===== src/rtl/line_engine_gen.sv =====
// line_engine_gen: Bresenham line rasteriser that writes one pixel per STEP
// cycle into a burst accumulator. It flushes a masked DDR burst (one af
// command and BURST_W wdf words) whenever the burst key {y, x/PPB} changes
// or when the endpoint has been drawn.
module line_engine_gen #(
  parameter int X_W       = 10,
  parameter int Y_W       = 10,
  parameter int PIX_W     = 32,
  parameter int DATA_W    = 128,
  parameter int BURST_W   = 2,
  parameter int ROW_SHIFT = 9
) (
  input  logic                 clk,
  input  logic                 rst_n,
  output logic                 LE_ready,
  input  logic [PIX_W-1:0]     LE_color,
  input  logic [X_W+Y_W-1:0]   LE_point,
  input  logic                 LE_color_valid,
  input  logic                 LE_x0_y0_valid,
  input  logic                 LE_x1_y1_valid,
  input  logic                 LE_trigger,
  input  logic [31:0]          LE_frame_base,
  input  logic                 af_full,
  input  logic                 wdf_full,
  output logic [30:0]          af_addr_din,
  output logic                 af_wr_en,
  output logic [DATA_W-1:0]    wdf_din,
  output logic [DATA_W/8-1:0]  wdf_mask_din,
  output logic                 wdf_wr_en
);

  localparam int PPW    = DATA_W / PIX_W;
  localparam int PPB    = PPW * BURST_W;
  localparam int PB_LOG = $clog2(PPB);
  localparam int CW     = ((X_W > Y_W) ? X_W : Y_W) + 2;
  localparam int MB     = DATA_W / 8;
  localparam int PB     = PIX_W / 8;
  localparam int WW     = (BURST_W > 1) ? $clog2(BURST_W) : 1;
  localparam logic [WW-1:0] LAST_WORD = WW'(BURST_W - 1);

  typedef enum logic [2:0] {S_IDLE, S_SETUP, S_STEP, S_FLUSH_A, S_FLUSH_B} state_t;

  state_t                state_q, state_d;
  logic [PIX_W-1:0]      color_q, color_d;
  logic [X_W-1:0]        x0_q, x0_d, x1_q, x1_d, x_q, x_d;
  logic [Y_W-1:0]        y0_q, y0_d, y1_q, y1_d, y_q, y_d;
  logic signed [CW-1:0]  dx_q, dx_d, dy_q, dy_d, err_q, err_d;
  logic                  sxn_q, sxn_d, syn_q, syn_d;
  logic [PPB-1:0]        acc_q, acc_d;      // 1 = pixel of this burst is drawn
  logic                  last_q, last_d;    // pending burst holds the endpoint
  logic [WW-1:0]         word_q, word_d;
  logic [30:0]           addr_q, addr_d;

  // Setup arithmetic, widened so |x1-x0| and -|y1-y0| never overflow.
  logic signed [CW-1:0]  ddx, ddy, abs_dx, neg_dy;
  assign ddx    = $signed({{(CW-X_W){1'b0}}, x1_q}) - $signed({{(CW-X_W){1'b0}}, x0_q});
  assign ddy    = $signed({{(CW-Y_W){1'b0}}, y1_q}) - $signed({{(CW-Y_W){1'b0}}, y0_q});
  assign abs_dx = ddx[CW-1] ? -ddx : ddx;
  assign neg_dy = ddy[CW-1] ? ddy : -ddy;

  // One Bresenham step from the current pixel.
  logic signed [CW:0]    e2;
  logic                  step_x, step_y, at_end, key_change;
  logic [X_W-1:0]        x_nx, x_n;
  logic [Y_W-1:0]        y_nx, y_n;
  logic signed [CW-1:0]  err_nx;
  logic [PPB-1:0]        pix_bit;
  logic [30:0]           burst_addr;
  assign e2         = {err_q, 1'b0};
  assign step_x     = (e2 >= dy_q);
  assign step_y     = (e2 <= dx_q);
  assign x_nx       = sxn_q ? x_q - X_W'(1) : x_q + X_W'(1);
  assign y_nx       = syn_q ? y_q - Y_W'(1) : y_q + Y_W'(1);
  assign x_n        = step_x ? x_nx : x_q;
  assign y_n        = step_y ? y_nx : y_q;
  assign err_nx     = err_q + (step_x ? dy_q : {CW{1'b0}}) + (step_y ? dx_q : {CW{1'b0}});
  assign at_end     = (x_q == x1_q) && (y_q == y1_q);
  assign key_change = (y_n != y_q) || ((x_n >> PB_LOG) != (x_q >> PB_LOG));
  assign pix_bit    = PPB'(1) << x_q[PB_LOG-1:0];
  assign burst_addr = LE_frame_base[30:0] + (31'(y_q) << ROW_SHIFT) + (31'(x_q >> PB_LOG) << 2);

  // Bit 31 of the frame base lies outside the 31-bit address space.
  logic unused_base_msb;
  assign unused_base_msb = LE_frame_base[31];

  // State register and datapath registers, cleared by async reset.
  always_ff @(posedge clk or negedge rst_n) begin
    if (!rst_n) begin
      state_q <= S_IDLE;
      color_q <= '0;
      x0_q    <= '0;
      y0_q    <= '0;
      x1_q    <= '0;
      y1_q    <= '0;
      x_q     <= '0;
      y_q     <= '0;
      dx_q    <= '0;
      dy_q    <= '0;
      err_q   <= '0;
      sxn_q   <= 1'b0;
      syn_q   <= 1'b0;
      acc_q   <= '0;
      last_q  <= 1'b0;
      word_q  <= '0;
      addr_q  <= '0;
    end else begin
      state_q <= state_d;
      color_q <= color_d;
      x0_q    <= x0_d;
      y0_q    <= y0_d;
      x1_q    <= x1_d;
      y1_q    <= y1_d;
      x_q     <= x_d;
      y_q     <= y_d;
      dx_q    <= dx_d;
      dy_q    <= dy_d;
      err_q   <= err_d;
      sxn_q   <= sxn_d;
      syn_q   <= syn_d;
      acc_q   <= acc_d;
      last_q  <= last_d;
      word_q  <= word_d;
      addr_q  <= addr_d;
    end
  end

  // Next-state logic, register latches, Bresenham walk and FIFO strobes.
  always_comb begin
    state_d   = state_q;
    color_d   = color_q;
    x0_d      = x0_q;
    y0_d      = y0_q;
    x1_d      = x1_q;
    y1_d      = y1_q;
    x_d       = x_q;
    y_d       = y_q;
    dx_d      = dx_q;
    dy_d      = dy_q;
    err_d     = err_q;
    sxn_d     = sxn_q;
    syn_d     = syn_q;
    acc_d     = acc_q;
    last_d    = last_q;
    word_d    = word_q;
    addr_d    = addr_q;
    af_wr_en  = 1'b0;
    wdf_wr_en = 1'b0;
    case (state_q)
      S_IDLE: begin
        if (LE_color_valid) color_d = LE_color;
        if (LE_x0_y0_valid) begin
          x0_d = LE_point[X_W+Y_W-1 -: X_W];
          y0_d = LE_point[Y_W-1:0];
        end
        if (LE_x1_y1_valid) begin
          x1_d = LE_point[X_W+Y_W-1 -: X_W];
          y1_d = LE_point[Y_W-1:0];
        end
        if (LE_trigger) state_d = S_SETUP;
      end
      S_SETUP: begin
        x_d     = x0_q;
        y_d     = y0_q;
        dx_d    = abs_dx;
        dy_d    = neg_dy;
        err_d   = abs_dx + neg_dy;
        sxn_d   = ddx[CW-1];
        syn_d   = ddy[CW-1];
        acc_d   = '0;
        last_d  = 1'b0;
        state_d = S_STEP;
      end
      S_STEP: begin
        acc_d = acc_q | pix_bit;
        if (at_end) begin
          last_d  = 1'b1;
          addr_d  = burst_addr;
          state_d = S_FLUSH_A;
        end else begin
          x_d   = x_n;
          y_d   = y_n;
          err_d = err_nx;
          // The address is taken from the pixel just drawn, before advancing.
          if (key_change) begin
            addr_d  = burst_addr;
            state_d = S_FLUSH_A;
          end
        end
      end
      S_FLUSH_A: begin
        if (!af_full && !wdf_full) begin
          af_wr_en  = 1'b1;
          wdf_wr_en = 1'b1;
          word_d    = WW'(1);
          if (BURST_W == 1) begin
            acc_d   = '0;
            state_d = last_q ? S_IDLE : S_STEP;
          end else begin
            state_d = S_FLUSH_B;
          end
        end
      end
      S_FLUSH_B: begin
        if (!wdf_full) begin
          wdf_wr_en = 1'b1;
          if (word_q == LAST_WORD) begin
            acc_d   = '0;
            state_d = last_q ? S_IDLE : S_STEP;
          end else begin
            word_d = word_q + WW'(1);
          end
        end
      end
      default: state_d = S_IDLE;
    endcase
  end

  // Output word: every lane carries the colour; undrawn pixels are masked.
  logic [WW-1:0]  word_sel;
  logic [PPW-1:0] word_pix;
  assign word_sel    = (state_q == S_FLUSH_B) ? word_q : '0;
  assign word_pix    = acc_q[word_sel*PPW +: PPW];
  assign LE_ready    = (state_q == S_IDLE);
  assign af_addr_din = addr_q;

  genvar gi;
  generate
    for (gi = 0; gi < PPW; gi++) begin : g_lane
      assign wdf_din[DATA_W-1-gi*PIX_W -: PIX_W] = color_q;
      assign wdf_mask_din[MB-1-gi*PB -: PB]      = {PB{~word_pix[gi]}};
    end
  endgenerate

endmodule

===== config.mk =====
export PLATFORM = sky130hd
export DESIGN_NAME = line_engine_gen
export DESIGN_NICKNAME = d
export VERILOG_FILES = /design/src/rtl/line_engine_gen.sv
export SDC_FILE = /design/constraint.sdc
export NUM_CORES = 1
export LEC_CHECK = 0
export ABC_AREA = 1
export ABC_CLOCK_PERIOD_IN_PS = 8000
export BUFFER_PORTS_ARGS = -buffer_cell sky130_fd_sc_hd__buf_2
export CAP_MARGIN = 20
export CORE_MARGIN = 1
export CORE_UTILIZATION = 51
export CTS_BUF_LIST = sky130_fd_sc_hd__clkbuf_4 sky130_fd_sc_hd__clkbuf_8 sky130_fd_sc_hd__clkbuf_16
export DETAILED_ROUTE_END_ITERATION = 12
export PLACE_DENSITY = 0.75
export SETUP_SLACK_MARGIN = 0.3
export SLEW_MARGIN = 40
export SYNTH_ARGS = -nofsm -noshare
export SYNTH_HDL_FRONTEND = slang
export SYNTH_SLANG_ARGS = --single-unit

===== constraint.sdc =====
create_clock -name clk -period 8 [get_ports clk]
set_clock_uncertainty 0.2 [all_clocks]
set_input_delay 1.6 -clock clk [delete_from_list [all_inputs] [get_ports clk]]
set_output_delay 1.6 -clock clk [all_outputs]
set_load 0.01 [all_outputs]

==> summary.log <==
INFO  global_route   grt_pass1_vias=11100
INFO  timing         achievable-frequency=0.208GHz
INFO  placement      hpwlAfterDp=26600um
INFO  drt            dr.first_iter.drc_count=952
INFO  clock_network  tritoncts=done
INFO  final_layout   layout.nets=2096
INFO  timing         layout_worst_path_cycle_share=60.2%
INFO  timing         setup-tns-final=0ps
INFO  drt            drc=0
INFO  clock_network  number_of_hold_buffers_added_after_cts=0
INFO  critical_path  critical_path_peak_fanout=15
INFO  critical_path  crit_required=8170ps
INFO  final_layout   drive_gt1_share=19.0%
INFO  clock_network  postCtsSetupRepairBufs=0
INFO  timing         setup_viol_count_final=0
INFO  synth          synthCells=1741
INFO  clock_network  cts_max_level=4
INFO  placement      pre_cts_slack=3300ps
INFO  timing         final-hold-violation-count=0
INFO  drt            ant_nets=0
INFO  drt            drt-vias-per-instance=5.39
INFO  drt            detailroute.via_count=12000
INFO  timing         fin_crit=4810ps
INFO  synth          synthFlopType=sky130_fd_sc_hd__dfrtp_1
INFO  run            maxCapViolCount=0
INFO  critical_path  worstPathArrival=4980ps
INFO  clock_network  cts_buffers=17
INFO  synth          synth-seq-area-share=32.4%
INFO  drt            drtPass1Iterations=5
INFO  global_route   grt_start_max_net_pins=96
INFO  drt            totalWireLength=35000um
INFO  synth          synth_edf_count=0
INFO  final_layout   area_delta_synth_final=10.7%
INFO  timing         max_slew.worst_pin.slew=858ps
INFO  critical_path  path_buf_inv=4
INFO  clock_network  cts.reportedPaths.clkPinSlew=70ps
INFO  critical_path  critPathKind=reg2reg
INFO  global_route   grt_pass1_wl=55600um
INFO  critical_path  setup.worst_path.end_class=register
INFO  synth          synth_seq_cells=174
INFO  floorplan      fp.dieH=164um
INFO  timing         grt_setup_unrepaired=false
INFO  worst_hold_path hold_class=reg2reg
INFO  timing         slew_headroom=42.8%
INFO  placement      port_buffer_cells=268
INFO  final_layout   antenna_cells_inserted=0
INFO  floorplan      rows=59
INFO  synth          yosys_warnings=0
INFO  floorplan      total_i_o_pin_count=270
INFO  critical_path  critical_path.top_delay_family=adder cells
INFO  floorplan      die_x=164um
INFO  global_route   grt_remaining_overflow=0
INFO  floorplan      core_area=25900um^2
INFO  drt            avg_wl_per_cell=15.7um
INFO  timing         worst_slack=3190ps
INFO  critical_path  worst_setup_path_start_kind=register
INFO  clock_network  cts_repair_resize_count=0
INFO  synth          synth.net_count=1951
INFO  clock_network  clock_tree.buffer_depth=2
INFO  floorplan      fp.dieArea=27000um^2
INFO  floorplan      initial_core_util=51.8%
INFO  synth          synth.avg_cell_area=7.71um^2
INFO  clock_network  clock_sink_count=174
INFO  timing         drv_slew=0
INFO  global_route   grt.total_usage=26.3%
INFO  critical_path  critPathSlowestCell=sky130_fd_sc_hd__inv_1
INFO  clock_network  clock_insertion_delay_at_the_later_pin_of_the_skew_report=440ps
INFO  placement      routability_cong=0.947
INFO  synth          async_flop_share=100%
INFO  global_route   grt_antenna_before_repair=0
INFO  outcome        status=completed
INFO  critical_path  slowest_delay=560ps
INFO  clock_network  cts.root.buffer_cell=sky130_fd_sc_hd__clkbuf_16
INFO  synth          syn_area=13400um^2
INFO  synth          post_synth_num_cell_types=47
INFO  critical_path  crit_chain=inv_1 > ha_1 > nand4_1 > nor2_1 > o21ai_0 > nand3_1 > nand3_1 > buf_4 > inv_1 > nor2_1 > fa_1 > ha_1 > a21oi_1 > o21ai_0 > nand2_1 > o211ai_1 > a31oi_1 > inv_1 > nand3_1 > nand3_1 > nand2_1 > nand2_1 > nand2_1
==> path summary, 6_finish.rpt <==
check / start / to / slack (ps) / depth (start not counted)
setup / recovery: dx_q[11] / err_q[11] / 3190 / 23
hold / removal: af_addr_din[10] / af_addr_din[10] / 270 / 2
setup reg to reg: dx_q[11] / err_q[11] / 3190 / 23
hold reg to reg: af_addr_din[10] / af_addr_din[10] / 270 / 2
max in group asynchronous: rst_n / x1_q[9] / 5410 / 2
min in group asynchronous: rst_n / color_q[12] / 980 / 1
==> flip-flops by register name, indices dropped and copies added (netlist names) <==
signal / count
color_q: 32
af_addr_din: 31
dx_q: 12
dy_q: 12
err_q: 12
x0_q: 10
x1_q: 10
x_q: 10
y0_q: 10
y1_q: 10
y_q: 10
acc_q: 8
state_q: 3
last_q: 1
sxn_q: 1
syn_q: 1
word_q: 1
==> cell usage after synthesis, drive strengths merged (25+ instances only) <==
library cell  number  share of area [%]
a21oi            100                3.7
buf              124                6.8
clkbuf            27               0.75
dfrtp            174                 32
ha               100                9.3
inv              203                5.7
mux2              32                2.7
nand2            379                 11
nand3             99                3.8
nand4             25                1.2
nor2             108                3.0
o21ai            139                5.2
xnor2             43                2.8
xor2              48                3.1
==> placed cells by master, fill, tap and decap left out, types with 48 or more instances in the layout <==
master and count:
sky130_fd_sc_hd__ha_1 100, sky130_fd_sc_hd__nand3_1 97, sky130_fd_sc_hd__o21ai_0 139, sky130_fd_sc_hd__xor2_1 48, sky130_fd_sc_hd__nor2_1 106, sky130_fd_sc_hd__dfrtp_1 174, sky130_fd_sc_hd__inv_1 199, sky130_fd_sc_hd__nand2_1 377
sky130_fd_sc_hd__buf_2 267, sky130_fd_sc_hd__a21oi_1 100
==> per-stage QoR <==
step | instances | hold slack, ps | utilization, % | instance area (um^2)
after global placement | 2202 | 250 | 55.0 | 14300
after floorplan | 1741 | 249 | - | 13400
after CTS | 2233 | 271 | 57.4 | 14900
final | 2233 | 273 | 57.4 | 14900
after global routing | 2233 | 295 | 57.4 | 14900
after detailed placement | 2202 | 253 | 55.0 | 14300
==> worst reg2reg max path, stage by stage (launching register included) <==
cell	delay, ps
sky130_fd_sc_hd__dfrtp_1	390
sky130_fd_sc_hd__inv_1	100
sky130_fd_sc_hd__ha_1	390
sky130_fd_sc_hd__nand4_1	190
sky130_fd_sc_hd__nor2_1	160
sky130_fd_sc_hd__o21ai_0	120
sky130_fd_sc_hd__nand3_1	100
sky130_fd_sc_hd__nand3_1	70
sky130_fd_sc_hd__buf_4	190
sky130_fd_sc_hd__inv_1	570
sky130_fd_sc_hd__nor2_1	140
sky130_fd_sc_hd__fa_1	460
sky130_fd_sc_hd__ha_1	350
sky130_fd_sc_hd__a21oi_1	190
sky130_fd_sc_hd__o21ai_0	160
sky130_fd_sc_hd__nand2_1	100
sky130_fd_sc_hd__o211ai_1	80
sky130_fd_sc_hd__a31oi_1	350
sky130_fd_sc_hd__inv_1	80
sky130_fd_sc_hd__nand3_1	90
sky130_fd_sc_hd__nand3_1	70
sky130_fd_sc_hd__nand2_1	90
sky130_fd_sc_hd__nand2_1	50
sky130_fd_sc_hd__nand2_1	70
==> logic make-up after synthesis <==
family                   count (synthesis)  synth area share (%)
AO/OA/AOI/OAI                          311                  12.8
XOR/XNOR                                91                  5.94
adder cells (fa/ha/maj)                118                  12.0
buffers and inverters                  357                  13.3
flip-flops                             174                  32.4
multiplexers                            32                  2.68
AND/OR/NAND/NOR                        658                  20.8
==> metal layers <==
metal / up-vias / routed length (um) / part of all wire [%] / GRT usage [%]
li1: 5934 / - / - / -
met1: 5636 / 15400 / 44 / 35.0
met2: 424 / 17000 / 49 / 45.1
met3: 39 / 2070 / 5.9 / 3.41
met4: 0 / 521 / 1.5 / 6.06
met5: - / 0 / 0 / 0
==> final cells by class <==
class	instances	area (um^2)
Clock inverter	14	171
Sequential cell	174	4350
Inverter	206	773
Tap cell	335	419
Timing Repair Buffer	277	1420
Multi-Input combinational cell	1210	7290
Clock buffer	17	425
Fill cell	2395	11100
Power is left out: the tool's default activity adds up to more than one toggle a clock period on the data nets, which glitch-free logic cannot reach.
